`src/rtl/if_stage_pkg.sv`:
```
// Shared constants for the instruction-fetch stage: instruction width,
// PC increment, and default reset PC / NOP instruction words.
package if_stage_pkg;

  localparam int          INSTR_W           = 32;
  localparam logic [31:0] PC_INC            = 32'd4;
  localparam logic [31:0] RESET_PC_DEFAULT  = 32'h0000_0000;
  localparam logic [31:0] NOP_INSTR_DEFAULT = 32'h0000_0000;

  // Force a byte address onto a word boundary.
  function automatic logic [31:0] word_align(input logic [31:0] addr);
    return {addr[31:2], 2'b00};
  endfunction

endpackage

```
`src/rtl/if_stage_if_id_reg.sv`:
```
// IF/ID pipeline register. Flush has priority over freeze; flush loads a
// bubble (NOP, pc 0, invalid), freeze holds, otherwise the fetched
// instruction and its PC+4 are captured as valid.
import if_stage_pkg::*;

module if_id_reg #(
  parameter logic [31:0] NOP_INSTR = NOP_INSTR_DEFAULT
) (
  input  logic                 clk,
  input  logic                 rst,
  input  logic                 flush,
  input  logic                 freeze,
  input  logic [31:0]          d_pc,
  input  logic [INSTR_W-1:0]   d_instr,
  output logic [31:0]          q_pc,
  output logic [INSTR_W-1:0]   q_instr,
  output logic                 q_valid
);

  // IF/ID capture with flush > freeze > load priority
  always_ff @(posedge clk or posedge rst) begin
    if (rst) begin
      q_pc    <= 32'h0;
      q_instr <= NOP_INSTR;
      q_valid <= 1'b0;
    end else if (flush) begin
      q_pc    <= 32'h0;
      q_instr <= NOP_INSTR;
      q_valid <= 1'b0;
    end else if (!freeze) begin
      q_pc    <= d_pc;
      q_instr <= d_instr;
      q_valid <= 1'b1;
    end
  end

endmodule

```
`src/rtl/if_stage.sv`:
```
// Instruction-fetch stage: owns the PC, drives the instruction memory
// address and feeds the IF/ID register. Branch redirect beats freeze.
// Optional feature macro: IF_PERF_CNT_EN (fetch/stall/flush counters).
import if_stage_pkg::*;

module if_stage #(
  parameter logic [31:0] RESET_PC  = RESET_PC_DEFAULT,
  parameter logic [31:0] NOP_INSTR = NOP_INSTR_DEFAULT
) (
  input  logic        clk,
  input  logic        rst,
  input  logic        freeze,
  input  logic        branch_taken,
  input  logic [31:0] branch_addr,
  output logic [31:0] imem_addr,
  input  logic [31:0] imem_data,
  output logic [31:0] if_pc,
  output logic [31:0] if_instr,
`ifdef IF_PERF_CNT_EN
  output logic        if_valid,
  output logic [31:0] perf_fetch,
  output logic [31:0] perf_stall,
  output logic [31:0] perf_flush
`else
  output logic        if_valid
`endif
);

  logic [31:0] pc_p0;
  logic [31:0] pc_plus4;
  logic [31:0] pc_next;
  logic [1:0]  unused_branch_lsb;

  // Low address bits of a branch target are discarded; PC is word aligned.
  assign unused_branch_lsb = branch_addr[1:0];
  assign pc_plus4          = pc_p0 + PC_INC;
  assign imem_addr         = pc_p0;

  // Next-PC selection: redirect, then hold, then sequential
  always_comb begin
    pc_next = pc_plus4;
    if (branch_taken)
      pc_next = word_align(branch_addr);
    else if (freeze)
      pc_next = pc_p0;
  end

  // PC register
  always_ff @(posedge clk or posedge rst) begin
    if (rst)
      pc_p0 <= word_align(RESET_PC);
    else
      pc_p0 <= pc_next;
  end

  if_id_reg #(
    .NOP_INSTR (NOP_INSTR)
  ) u_if_id_reg (
    .clk     (clk),
    .rst     (rst),
    .flush   (branch_taken),
    .freeze  (freeze),
    .d_pc    (pc_plus4),
    .d_instr (imem_data),
    .q_pc    (if_pc),
    .q_instr (if_instr),
    .q_valid (if_valid)
  );

`ifdef IF_PERF_CNT_EN
  // Performance counters; all wrap silently
  always_ff @(posedge clk or posedge rst) begin
    if (rst) begin
      perf_fetch <= 32'h0;
      perf_stall <= 32'h0;
      perf_flush <= 32'h0;
    end else begin
      if (branch_taken)
        perf_flush <= perf_flush + 32'd1;
      else if (freeze)
        perf_stall <= perf_stall + 32'd1;
      else
        perf_fetch <= perf_fetch + 32'd1;
    end
  end
`endif

endmodule

```
`config.mk`:
```
export PLATFORM = sky130hd
export DESIGN_NAME = if_stage
export DESIGN_NICKNAME = d
export VERILOG_FILES = /design/src/rtl/if_stage_pkg.sv /design/src/rtl/if_stage_if_id_reg.sv /design/src/rtl/if_stage.sv
export SDC_FILE = /design/constraint.sdc
export NUM_CORES = 1
export LEC_CHECK = 0
export BUFFER_PORTS_ARGS = -buffer_cell sky130_fd_sc_hd__buf_2
export CAP_MARGIN = 20
export CORE_UTILIZATION = 46
export DETAILED_ROUTE_END_ITERATION = 16
export HOLD_SLACK_MARGIN = 0.02
export PLACE_DENSITY_LB_ADDON = 0.25
export RECOVER_POWER = 25
export SLEW_MARGIN = 0
export SYNTH_ARGS = -nofsm -noshare
export SYNTH_HDL_FRONTEND = slang
export SYNTH_SLANG_ARGS = --single-unit
```
`constraint.sdc`:
```
create_clock -name clk -period 2.7 [get_ports clk]
set_input_delay 0.27 -clock clk [delete_from_list [all_inputs] [get_ports clk]]
set_output_delay 0.27 -clock clk [all_outputs]
set_load 0.1 [all_outputs]
```
==> out/results.ini, run 1 <==
[placement]
place.gp.congestion = 0.830
place_ws_ns = 0.394
port_buffers = 160
dpl.hpwl_um = 9030

[timing]
post-route-worst-setup-slack_ns = 0.383
period_needed_ns = 2.32
rsz0062_at_grt = false
fmax_mhz = 432
setup_viol = 0
skew_ns = 0.0148
hold_violations = 0
drv_slew = 67
timing.setup.tns_ns = 0
period_share_pct = 85.8
slew_headroom_pct = -31.4
worst_pin_slew_ns = 1.97
whs_ns = 0.106

[hold_path]
holdPathEnd = imem_addr[27]
hold_class = primary input to register
min_path_cells = 3
hold_start = branch_addr[27]

[setup_path]
reg2regPathDepth = 6
worst-r2r-setup-slack_ns = 0.38
worst-path-max-fanout = 12
cp.arrival_ns = 2.55
r2r-start = imem_addr[2]
crit_type = register to register
endpoint_kind = register
required_ns = 2.93
crit_path_start_kind = register
r2r_end = u_if_id_reg.q_pc[18]

[clock_tree]
max-clock-path-buffers = 2
clk_pin_slew_ns = 0.10
ctsResizeCount = 0
h-tree-depth = 3
cts_setup_buffers = 0
cts_sinks = 94
clkLatencyLatePin_ns = 0.37
numCtsBuffers = 9
cts_tree = built
ctsHoldBuffers = 0
root_buffer = clkbuf_8

[power_and_ir_drop]
ir_worst_vdd_v = 0.000321
power_mw = 4.07
p_per_area_nw_per_um2 = 677
leakagePower_nw = 2.87

[synthesis]
synth_mux_area_share_pct = 6.58
ys_seq_area_share_pct = 48.3
synthAdderAreaFrac_pct = 0.257
synthTopCellsByArea = dfrtp_1, mux2i_1, nor2_1
synth_compound_area_share_pct = 13.5
synth_top_cell_by_area = dfrtp_1
synth_top_cell_area_share_pct = 48.3
synth_top_family_by_area = simple AND/OR/NAND/NOR gates
yosysUniqueCellTypes = 55
ys.flop_type = dfrtp_1
synth.avg_cell_area_um2 = 9.44
synth_edf_count = 0
synth_area_um2 = 4870
syn-instance-count = 516
synthXorXnorAreaFrac_pct = 4.32
ys_ff_latch = 94
ys_async_sr_fraction_pct = 100
synthSimpleGateAreaFrac_pct = 21.1
ys_warn_count = 0

[die]
core_um2 = 10300
io_pins = 165
die_w_um = 105
die_area_um2 = 11000
die_h_um = 105
num_rows = 37
start_util_pct = 47.4

[finish]
nNetsFinal = 721
fillers = 927
num_antenna_cells = 0
drive_gt1_share_pct = 32.1
synthToLayoutAreaGrowth_pct = 23.3

[flow_run]
drv_cap = 2

[routing]
drtIter0Drc = 272
wl_um = 12900
vias = 4428
ant_nets = 0
first_pass_iters = 4
drc = 0
routed_via_density = 5.58
wl_per_cell_um = 16.3

[grt]
grt_pass1_vias = 4400
track_usage_pct = 24.5
grt_max_degree = 63
overflow = 0
antenna_found_initial = 0
grt_pass1_wl_um = 21600

[outcome]
outcome = complete, but fails checks
violations = max-capacitance violations, max-slew violations

routing by layer:
layer / global-route usage [%] / vias up / wire length, µm
met3: 6.30 / 30 / 1010
met1: 32.7 / 2093 / 5670
met4: 9.56 / 0 / 325
met2: 38.1 / 191 / 5900
met5: 0 / - / 0
li1: - / 2114 / -
worst max path at each step:
stage	slack, ns	start	end	cells after the start
2_1_floorplan	-0.04	imem_addr[15]	imem_addr[31]	5
3_3_place_gp	0.47	imem_addr[2]	u_if_id_reg.q_pc[28]	6
3_5_place_dp	0.39	imem_addr[7]	u_if_id_reg.q_pc[26]	5
4_1_cts	0.37	imem_addr[2]	u_if_id_reg.q_pc[28]	6
5_1_grt	0.1	imem_addr[2]	u_if_id_reg.q_pc[18]	6
6_report	0.38	imem_addr[2]	u_if_id_reg.q_pc[18]	6
cell type report:
| class | instances | area, µm² | area share, % |
|---|---|---|---|
| Clock buffer | 9 | 124 | 2.06 |
| Clock inverter | 7 | 123 | 2.04 |
| Inverter | 16 | 61.3 | 1.02 |
| Multi-Input combinational cell | 355 | 2240 | 37.2 |
| Sequential cell | 94 | 2360 | 39.3 |
| Tap cell | 136 | 170 | 2.83 |
| Timing Repair Buffer | 176 | 931 | 15.5 |
through the flow:
step | instance area [µm²] | instances | util [%]
6_report | 6010 | 793 | 58.4
2_1_floorplan | 4890 | 517 | -
5_1_grt | 6010 | 793 | 58.4
3_5_place_dp | 5770 | 777 | 56.1
3_3_place_gp | 5770 | 777 | 56.1
4_1_cts | 6020 | 793 | 58.5
synthesized netlist by cell type (4+ instances only):
library cell	instances
and4_1	5
nor4b_1	5
o311ai_0	5
buf_2	8
nor2_1	63
buf_1	7
a2111oi_0	4
nand3_1	15
xnor2_1	19
nand4_1	14
nor3_1	10
or4_1	7
a211oi_1	9
clkbuf_1	29
clkbuf_2	4
or2_2	4
or3_1	5
a21oi_1	14
xor2_1	5
buf_4	4
inv_1	16
o31ai_1	4
nor4_1	12
dfrtp_1	94
and3_1	4
o21ai_0	25
nand2_1	45
a311oi_1	7
mux2i_1	32
sequential cells by signal, indices dropped and copies added, names as in the netlist:
signal	cells
u_if_id_reg.q_instr	32
u_if_id_reg.q_pc	31
imem_addr	30
u_if_id_reg.q_valid	1
where the power goes:
group / leakage [nW] / internal [mW] / switching, mW
Clock: 0.116 / 0.618 / 0.532
Sequential: 1.20 / 1.51 / 0.121
Combinational: 1.56 / 0.240 / 1.04
cell usage in the layout (no fill, tap or decap), drive strengths merged, types with 6 or more instances in the layout:
| cell type | Yosys | routed |
|---|---|---|
| a311oi | 7 | 7 |
| buf | 19 | 174 |
| a211oi | 9 | 9 |
| nand4 | 15 | 15 |
| nor3 | 10 | 10 |
| clkbuf | 33 | 11 |
| dfrtp | 94 | 94 |
| mux2i | 32 | 32 |
| or3 | 6 | 6 |
| nor2 | 63 | 63 |
| a21oi | 14 | 14 |
| nand2 | 45 | 45 |
| or4 | 8 | 8 |
| xnor2 | 19 | 19 |
| nand3 | 15 | 15 |
| inv | 16 | 15 |
| nor4 | 13 | 13 |
| o21ai | 25 | 25 |
cells by family after synthesis:
family                     after synthesis
and+or+nand+nor                        202
AOI/OAI and AO/OA                       94
DFF                                     94
buffers and inverters                   68
muxes                                   32
xor gates and xnor gates                24
adders and majority gates                1
other                                    1
worst max-delay path, stage by stage, from the launching register on:
cell and delay (ns):
dfrtp_2 0.44, ha_1 0.25, nand3_1 0.14, buf_4 0.22, nor4_1 0.53, a311oi_1 0.19
a2111oi_0 0.43
Note: power is estimated with default switching activity, not from simulation.
==> run 2: changes to the inputs <==
--- a/config.mk
+++ b/config.mk
@@ -11,7 +11,7 @@
 export DETAILED_ROUTE_END_ITERATION = 16
 export HOLD_SLACK_MARGIN = 0.02
 export PLACE_DENSITY_LB_ADDON = 0.25
-export RECOVER_POWER = 25
+export RECOVER_POWER = 100
 export SLEW_MARGIN = 0
 export SYNTH_ARGS = -nofsm -noshare
 export SYNTH_HDL_FRONTEND = slang
==> run 2 against run 1 <==
Effect of this change:
- the flow still finishes with violations (max-capacitance violations, max-slew violations)
- maximum frequency is 4.7% lower
- worst hold slack worse by 0.0019 ns
- setup slack worse by 0.11 ns
==> out/results.ini, run 2 (synthesis results as in run 1) <==
[outcome]
outcome = complete, but fails checks  ; unchanged
violations = max-capacitance violations, max-slew violations  ; unchanged

[timing]
fmax_mhz = 411  ; was 432 MHz
skew_ns = 0.0129  ; was 0.0148 ns
whs_ns = 0.104  ; was 0.106 ns
period_needed_ns = 2.43  ; was 2.32 ns
rsz0062_at_grt = false  ; unchanged
period_share_pct = 90.0  ; was 85.8%
worst_pin_slew_ns = 1.98  ; was 1.97 ns
slew_headroom_pct = -32.1  ; was -31.4%
hold_violations = 0  ; unchanged
drv_slew = 67  ; unchanged
setup_viol = 0  ; unchanged

[power_and_ir_drop]
p_sw_share_pct = 42.2  ; was 41.7%
p_per_area_nw_per_um2 = 690  ; was 677 nW/µm²
leakagePower_nw = 2.50  ; was 2.87 nW
switchingPower_mw = 1.70  ; about the same
p_seq_share_pct = 40.5  ; was 40.1%
p_comb_share_pct = 31.0  ; was 31.6%
power_frac_clock_pct = 28.5  ; was 28.3%
ir_worst_vdd_v = 0.000317  ; was 0.000321 V
p_int_mw = 2.34  ; was 2.37 mW
power_mw = 4.04  ; was 4.07 mW

[setup_path]
r2r_end = u_if_id_reg.q_pc[26]  ; was u_if_id_reg.q_pc[18]
cp_common_cell = clkbuf_1
crit_path_start_kind = primary input  ; was register
worst-path-max-fanout = 45  ; was 12
path_cells = clkbuf_1, clkbuf_2, inv_1, clkbuf_1, nand2_1, nor4_1, a2111oi_0  ; was ha_1, nand3_1, buf_4, nor4_1, a311oi_1, a2111oi_0
required_ns = 2.93  ; about the same
worst-r2r-setup-slack_ns = 0.33  ; was 0.38 ns
critPathMaxStageDelay_ns = 0.83  ; was 0.53 ns
crit_type = primary input to register  ; was register to register
path_delay_family = buffers and inverters  ; was simple AND/OR/NAND/NOR gates
reg2regPathDepth = 5  ; was 6
cp_num_buf_inv = 4  ; was 1
cp.depth = 7  ; was 6
crit_path_top_delay_cell = clkbuf_2  ; was nor4_1
r2r-start = imem_addr[7]  ; was imem_addr[2]
cp.arrival_ns = 2.66  ; was 2.55 ns
endpoint_kind = register  ; unchanged

[placement]
place_inst = 777  ; unchanged
port_buffers = 160  ; unchanged
dpl.hpwl_um = 9030  ; unchanged
dpl-instance-area_um2 = 5770  ; unchanged
place.gp.congestion = 0.830  ; unchanged

[clock_tree]
clkLatencyLatePin_ns = 0.37  ; about the same
ctsResizeCount = 0  ; unchanged
ctsHoldBuffers = 0  ; unchanged
cts_setup_buffers = 0  ; unchanged
cts_sinks = 94  ; unchanged
cts_tree = built  ; unchanged
clk_pin_slew_ns = 0.10  ; about the same
max-clock-path-buffers = 2  ; unchanged
h-tree-depth = 3  ; unchanged
root_buffer = clkbuf_8  ; unchanged
numCtsBuffers = 9  ; unchanged

[grt]
grt_max_degree = 63  ; unchanged
overflow = 0  ; unchanged
grt_pass1_vias = 4400  ; unchanged
grt_pass1_wl_um = 21600  ; unchanged
track_usage_pct = 24.5  ; unchanged
antenna_found_initial = 0  ; unchanged

[finish]
post-route-util_pct = 56.9  ; was 58.4%
largest_reg_flops = 32  ; unchanged
synthToLayoutAreaGrowth_pct = 20.1  ; was 23.3%
final_common_cell = clkbuf_1  ; was buf_2
regMostFlops = u_if_id_reg.q_instr  ; unchanged
num_antenna_cells = 0  ; unchanged
layout_common_cells = clkbuf_1, dfrtp_1, nor2_1, buf_2, nand2_1  ; was buf_2, dfrtp_1, nor2_1, nand2_1, mux2i_1
nNetsFinal = 721  ; unchanged
drive_gt1_share_pct = 16.4  ; was 32.1%
final_cell_area_um2 = 5850  ; was 6010 µm²
final-instance-count-excl-fill = 793  ; unchanged

[hold_path]
min_path_cells = 3  ; unchanged
hold_class = primary input to register  ; unchanged
holdPathEnd = imem_addr[27]  ; unchanged
hold_start = branch_addr[27]  ; unchanged

[die]
io_pins = 165  ; unchanged
die_w_um = 105  ; unchanged
core_um2 = 10300  ; unchanged
start_util_pct = 47.4  ; unchanged
die_h_um = 105  ; unchanged
die_area_um2 = 11000  ; unchanged
num_rows = 37  ; unchanged

[routing]
wl_um = 13000  ; was 12900 µm
ant_nets = 0  ; unchanged
wl_per_cell_um = 16.4  ; was 16.3 µm
routed_via_density = 5.62  ; was 5.58
first_pass_iters = 5  ; was 4
drtIter0Drc = 305  ; was 272
drc = 0  ; unchanged
vias = 4453  ; was 4428

[flow_run]
drv_cap = 2  ; unchanged

## run 2: changes by cell type in the layout (fill, tap and decap cells not counted)
cell | previous run | this run
buf_2 | 158 | 63
clkbuf_1 | 2 | 104
clkbuf_2 | 0 | 2
nor4_2 | 1 | 0
buf_4 | 15 | 6
nor4_1 | 12 | 13
## run 2: worst max-delay path by stage
stage	startpoint	to	slack [ns]
2_1_floorplan	imem_addr[15]	imem_addr[31]	-0.04
3_3_place_gp	imem_addr[2]	u_if_id_reg.q_pc[28]	0.47
3_5_place_dp	imem_addr[7]	u_if_id_reg.q_pc[26]	0.39
4_1_cts	imem_addr[2]	u_if_id_reg.q_pc[28]	0.37
5_1_grt	freeze	u_if_id_reg.q_pc[28]	0.07
6_report	freeze	u_if_id_reg.q_pc[29]	0.27
## run 2: worst min-delay path, stage by stage
cell     delay [ns]
buf_2          0.07
nand2_1        0.05
nand3_1        0.06
## run 2: layout make-up
cell class                      count  area, µm²
Fill cell                         980       4430
Sequential cell                    94       2360
Tap cell                          136        170
Clock buffer                        9        124
Clock inverter                      7        123
Multi-Input combinational cell    355       2230
Inverter                           16       61.3
Timing Repair Buffer              176        781
## run 2: stage by stage
step	setup TNS, ns	setup slack (ns)
5_1_grt	0	0.0692
3_5_place_dp	0	0.394
6_report	0	0.270
4_1_cts	0	0.368
3_3_place_gp	0	0.471
2_1_floorplan	-0.0410	-0.0410
## run 2: metal layers
| layer | routed length, µm | vias up | track usage, % |
|---|---|---|---|
| li1 | - | 2116 | - |
| met1 | 5720 | 2117 | 32.7 |
| met2 | 6030 | 198 | 38.1 |
| met3 | 1010 | 22 | 6.30 |
| met4 | 253 | 0 | 9.56 |
| met5 | 0 | - | 0 |
## run 2: power groups by stage
stage                     Sequential [mW]  Combinational, mW  Clock (mW)
after floorplan                      2.37              0.324           0
after global placement               1.65               1.28           0
after detailed placement             1.66               1.29           0
after CTS                            1.63               1.29        1.17
after global routing                 1.65               1.31        1.23
final                                1.64               1.25        1.15
